File: src/rtl/klingon_rx.sv
// klingon_rx: debounced 7-segment pattern receiver.
// Qualified samples of seg_in must repeat STABLE_CYCLES times before a pattern is
// accepted. An accepted pattern is matched against the 16-entry klingon code table.
// A hit is presented as a digit on a valid/ready output. A miss pulses err.
// STABLE_CYCLES legal range is 1..15.
module klingon_rx #(
  parameter int unsigned STABLE_CYCLES = 4
) (
  input  logic       clk,
  input  logic       rst,
  input  logic       seg_en,
  input  logic [6:0] seg_in,
  output logic [3:0] dout,
  output logic       dout_valid,
  input  logic       dout_ready,
  output logic       err,
  output logic       ovf,
  input  logic       ovf_clr
);

  localparam logic [3:0] StableCnt = 4'(STABLE_CYCLES);

  typedef enum logic [1:0] {StIdle, StSettle, StHold} state_e;

  state_e     state_q, state_d;
  logic [6:0] cand_q, cand_d;
  logic [3:0] cnt_q, cnt_d;
  logic [3:0] dout_q, dout_d;
  logic       dout_valid_q, dout_valid_d;
  logic       err_q, err_d;
  logic       ovf_q, ovf_d;

  logic       load;
  logic       accept;
  logic       hit;
  logic [3:0] idx;
  logic       transfer;

  // Klingon encoder output O for input I = n; the decoder inverts this table.
  function automatic logic [6:0] seg_code(input logic [3:0] n);
    unique case (n)
      4'h0:    seg_code = 7'h3F;
      4'h1:    seg_code = 7'h06;
      4'h2:    seg_code = 7'h5B;
      4'h3:    seg_code = 7'h4F;
      4'h4:    seg_code = 7'h66;
      4'h5:    seg_code = 7'h6D;
      4'h6:    seg_code = 7'h7D;
      4'h7:    seg_code = 7'h07;
      4'h8:    seg_code = 7'h7F;
      4'h9:    seg_code = 7'h6F;
      4'hA:    seg_code = 7'h77;
      4'hB:    seg_code = 7'h7C;
      4'hC:    seg_code = 7'h39;
      4'hD:    seg_code = 7'h5E;
      4'hE:    seg_code = 7'h79;
      default: seg_code = 7'h71;
    endcase
  endfunction

  // Debounce FSM next state: track candidate pattern and its repeat count.
  always_comb begin
    state_d = state_q;
    cand_d  = cand_q;
    cnt_d   = cnt_q;
    load    = 1'b0;
    accept  = 1'b0;
    unique case (state_q)
      StIdle: begin
        if (seg_en) load = 1'b1;
      end
      StSettle: begin
        if (!seg_en) begin
          state_d = StIdle;
          cnt_d   = 4'd0;
        end else if (seg_in == cand_q) begin
          cnt_d = cnt_q + 4'd1;
          if ((cnt_q + 4'd1) == StableCnt) begin
            accept  = 1'b1;
            state_d = StHold;
          end
        end else begin
          load = 1'b1;
        end
      end
      StHold: begin
        if (!seg_en) state_d = StIdle;
        else if (seg_in != cand_q) load = 1'b1;
      end
      default: state_d = StIdle;
    endcase
    // A fresh sample always counts as the first match; with a count of one it accepts at once.
    if (load) begin
      cand_d = seg_in;
      cnt_d  = 4'd1;
      if (StableCnt == 4'd1) begin
        accept  = 1'b1;
        state_d = StHold;
      end else begin
        state_d = StSettle;
      end
    end
  end

  // Exact-match lookup of the accepted pattern (seg_in equals cand on every accept).
  always_comb begin
    hit = 1'b0;
    idx = 4'd0;
    for (int i = 0; i < 16; i++) begin
      if (seg_code(4'(i)) == seg_in) begin
        hit = 1'b1;
        idx = 4'(i);
      end
    end
  end

  // Output stage: one-entry holding register with overflow and error reporting.
  always_comb begin
    transfer     = dout_valid_q & dout_ready;
    dout_d       = dout_q;
    dout_valid_d = dout_valid_q;
    ovf_d        = ovf_q;
    err_d        = accept & ~hit;
    if (transfer) dout_valid_d = 1'b0;
    if (ovf_clr) ovf_d = 1'b0;
    if (accept && hit) begin
      if (!dout_valid_q || dout_ready) begin
        dout_d       = idx;
        dout_valid_d = 1'b1;
      end else begin
        // Holding register still owned by the consumer: drop the new digit.
        ovf_d = 1'b1;
      end
    end
  end

  // All state registers; reset aborts any settle and discards a pending digit.
  always_ff @(posedge clk or posedge rst) begin
    if (rst) begin
      state_q      <= StIdle;
      cand_q       <= 7'd0;
      cnt_q        <= 4'd0;
      dout_q       <= 4'd0;
      dout_valid_q <= 1'b0;
      err_q        <= 1'b0;
      ovf_q        <= 1'b0;
    end else begin
      state_q      <= state_d;
      cand_q       <= cand_d;
      cnt_q        <= cnt_d;
      dout_q       <= dout_d;
      dout_valid_q <= dout_valid_d;
      err_q        <= err_d;
      ovf_q        <= ovf_d;
    end
  end

  assign dout       = dout_q;
  assign dout_valid = dout_valid_q;
  assign err        = err_q;
  assign ovf        = ovf_q;

endmodule

File: config.mk
export PLATFORM = sky130hd
export DESIGN_NAME = klingon_rx
export DESIGN_NICKNAME = d
export VERILOG_FILES = /design/src/rtl/klingon_rx.sv
export SDC_FILE = /design/constraint.sdc
export NUM_CORES = 1
export LEC_CHECK = 0
export ABC_AREA = 1
export BUFFER_PORTS_ARGS = -buffer_cell sky130_fd_sc_hd__buf_2
export CORE_ASPECT_RATIO = 0.9
export CORE_MARGIN = 4
export CORE_UTILIZATION = 30
export DETAILED_ROUTE_END_ITERATION = 8
export GPL_ROUTABILITY_DRIVEN = 0
export PLACE_DENSITY = 0.54
export RECOVER_POWER = 50
export SKIP_CTS_REPAIR_TIMING = 1
export SLEW_MARGIN = 30
export SYNTH_ARGS = -nofsm -noshare
export SYNTH_HDL_FRONTEND = slang
export SYNTH_SLANG_ARGS = --single-unit
File: constraint.sdc
create_clock -name clk -period 1.8 [get_ports clk]
set_input_delay 0.09 -clock clk [delete_from_list [all_inputs] [get_ports clk]]
set_output_delay 0.09 -clock clk [all_outputs]
set_load 0.005 [all_outputs]
==> flow_metrics.tcl <==
set metrics [dict create \
    cts_buffer_depth 2 \
    path_max_fanout 6 \
    num_rows 24 \
    final_cell_mix "nand2_1, inv_1, dfrtp_1" \
    final_area_um2 1775 \
    numCtsBuffers 3 \
    grt_util_all_layers_pct 11.13 \
    synth_top_area_share_pct 32.47 \
    end_kind "flop" \
    pre_cts_slack_ps 95.43 \
    ff2ff_path_depth 9 \
    cts_tree "yes" \
    place_area_um2 1687 \
    p_leak_nw 0.9948 \
    synth_nets 253 \
    grt_pass1_wl_um 5892 \
    drv_cap 0 \
    h-tree-depth 1 \
    synth_warnings 0 \
    fin_ws_ps 147.1 \
    area_growth_pct 15.18 \
    die_x_um 83.56 \
    die_y_um 76.01 \
    antenna_found_initial 0 \
    p_per_area_nw_per_um2 1040 \
    clock_latency_ps 260 \
    final_common_cell "nand2_1" \
    viasPerCell 4.351 \
    syn_inst 235 \
    grt_pass1_vias 1299 \
    worstPathArrival_ps 1810 \
    first_pass_iters 4 \
    finalHoldViolCount 0 \
    critical_path_class "reg -> reg" \
    hold_path_end "cnt_q[1]" \
    drcViolationCount 0 \
    wl_per_cell_um 10.69 \
    diodes 0 \
    cts_root_buf "clkbuf_8" \
    clkTransAtPathRegs_ps 80 \
    hold_depth 3 \
    grt-ovfl-total 0 \
    ant_nets 0 \
    hpwl_um 2621 \
    p_total_mw 1.846 \
    hold_path.class "in -> reg" \
    start_kind "flop" \
    maxSlewHeadroom_pct 27.00 \
    start_util_pct 31.49 \
    r2r-start "cnt_q[0]" \
    yosysTopAreaCell "dfrtp_1" \
    finalSetupViolations 0 \
    cp_common_cell "nand2_1" \
    hold_ws_ps 145.2 \
    critPathLaunch "cnt_q[0]" \
    max_stage_delay_ps 440 \
    ys_seq_area_share_pct 32.47 \
    wirelength_um 3442 \
    syn-cell-area_um2 1541 \
    hold_start "seg_en" \
    synth.avg_cell_area_um2 6.559 \
    layout.nets 276 \
    ios 19 \
    vdd_ir_drop_max_mv 0.4003 \
    via_count 1401 \
    r2r-end "dout[0]" \
    period_minus_slack_ps 1653 \
    grt_start_max_net_pins 24 \
    yosys-top-cells-area "dfrtp_1, nand2_1, inv_1" \
    required_ps 1950 \
    r2r_slack_ps 150 \
    drive_gt1_share_pct 19.46 \
    coreArea_um2 4895 \
    crit_chain "ha_1 > nand2_1 > nand3_1 > nor2_2 > nand3_2 > nor3_4 > nand3_2 > nand2_1 > nand2_1" \
    fin_worst_skew_ps 5.145 \
    outcome "finished, final reports clean" \
    portBuffers 18 \
    maxSlewViolCount 0 \
    drt_iter0_drc 67 \
    crit_slowest_cell "dfrtp_2" \
    yosysUniqueCellTypes 25 \
    worstMarginPinSlew_ps 1095 \
    max_freq_mhz 605.0 \
    synth_seq_cells 20 \
    fin_crit_sh_pct 91.83 \
    dieArea_um2 6351 \
    clock_sinks 20 \
]
==> cells by family after synthesis <==
| logic type | after synthesis | synth area share, % |
|---|---|---|
| compound gates | 16 | 5.682 |
| fa+ha+maj | 6 | 4.870 |
| buf+inv | 42 | 11.77 |
| xor+xnor | 1 | 0.5683 |
| simple gates | 150 | 44.64 |
| flops | 20 | 32.47 |
==> registers in the layout (all words and copies together) (netlist names) <==
name,count
dout_valid,1
err,1
dout,4
cand_q,7
cnt_q,4
state_q,2
ovf,1
==> worst max-delay path by stage <==
| stage | slack (ps) | depth (start not counted) | end |
|---|---|---|---|
| 2_1_floorplan | 320 | 9 | dout[0] |
| 4_1_cts | 60 | 9 | cnt_q[2] |
| 6_report | 150 | 9 | dout[0] |
| 3_3_place_gp | 110 | 9 | cnt_q[2] |
| 5_1_grt | -10 | 11 | dout[0] |
| 3_5_place_dp | 100 | 9 | cnt_q[2] |
==> final cells by class <==
class / count / area, um2
Inverter: 38 / 147.6
Sequential cell: 20 / 501.7
Tap cell: 65 / 81.33
Clock buffer: 4 / 55.05
Timing Repair Buffer: 22 / 120.1
Multi-Input combinational cell: 173 / 869.6
Fill cell: 542 / 3119
==> critical path: cells and delay by family (launching register included) <==
kind | cells | cell delay, ps
and+or+nand+nor | 8 | 880
adders and majority gates | 1 | 220
DFF | 1 | 440
==> layer usage <==
layer / GRT usage (%) / wire, um / up-vias
li1: - / - / 772
met1: 16.88 / 1862 / 608
met2: 15.98 / 1458 / 17
met3: 2.919 / 96 / 4
met4: 1.929 / 24 / 0
met5: 0 / 0 / -
==> power breakdown <==
part | internal (mW) | switching (mW)
sequential | 0.584 | 0.136
clock | 0.195 | 0.149
combinational | 0.289 | 0.494
==> cells in the mapped netlist <==
| cell | n |
|---|---|
| a21oi_1 | 1 |
| buf_4 | 3 |
| buf_6 | 1 |
| dfrtp_1 | 20 |
| ha_1 | 6 |
| inv_1 | 31 |
| inv_2 | 6 |
| inv_6 | 1 |
| nand2_1 | 91 |
| nand2_2 | 5 |
| nand3_1 | 16 |
| nand3_2 | 2 |
| nand4_1 | 6 |
| nor2_1 | 16 |
| nor2_2 | 6 |
| nor2_4 | 2 |
| nor3_1 | 3 |
| nor3_2 | 1 |
| nor3_4 | 2 |
| o21ai_0 | 9 |
| o21ai_1 | 3 |
| o21bai_1 | 1 |
| o22ai_1 | 1 |
| o311ai_0 | 1 |
| xnor2_1 | 1 |
==> through the flow <==
step | instances | util, % | setup TNS (ps)
detailed placement | 315 | 34.46 | 0
floorplan | 235 | - | 0
global placement | 315 | 34.46 | 0
CTS | 319 | 35.58 | 0
global route | 322 | 36.27 | -13.95
finish | 322 | 36.27 | 0
(Power assumes the default switching activity.)
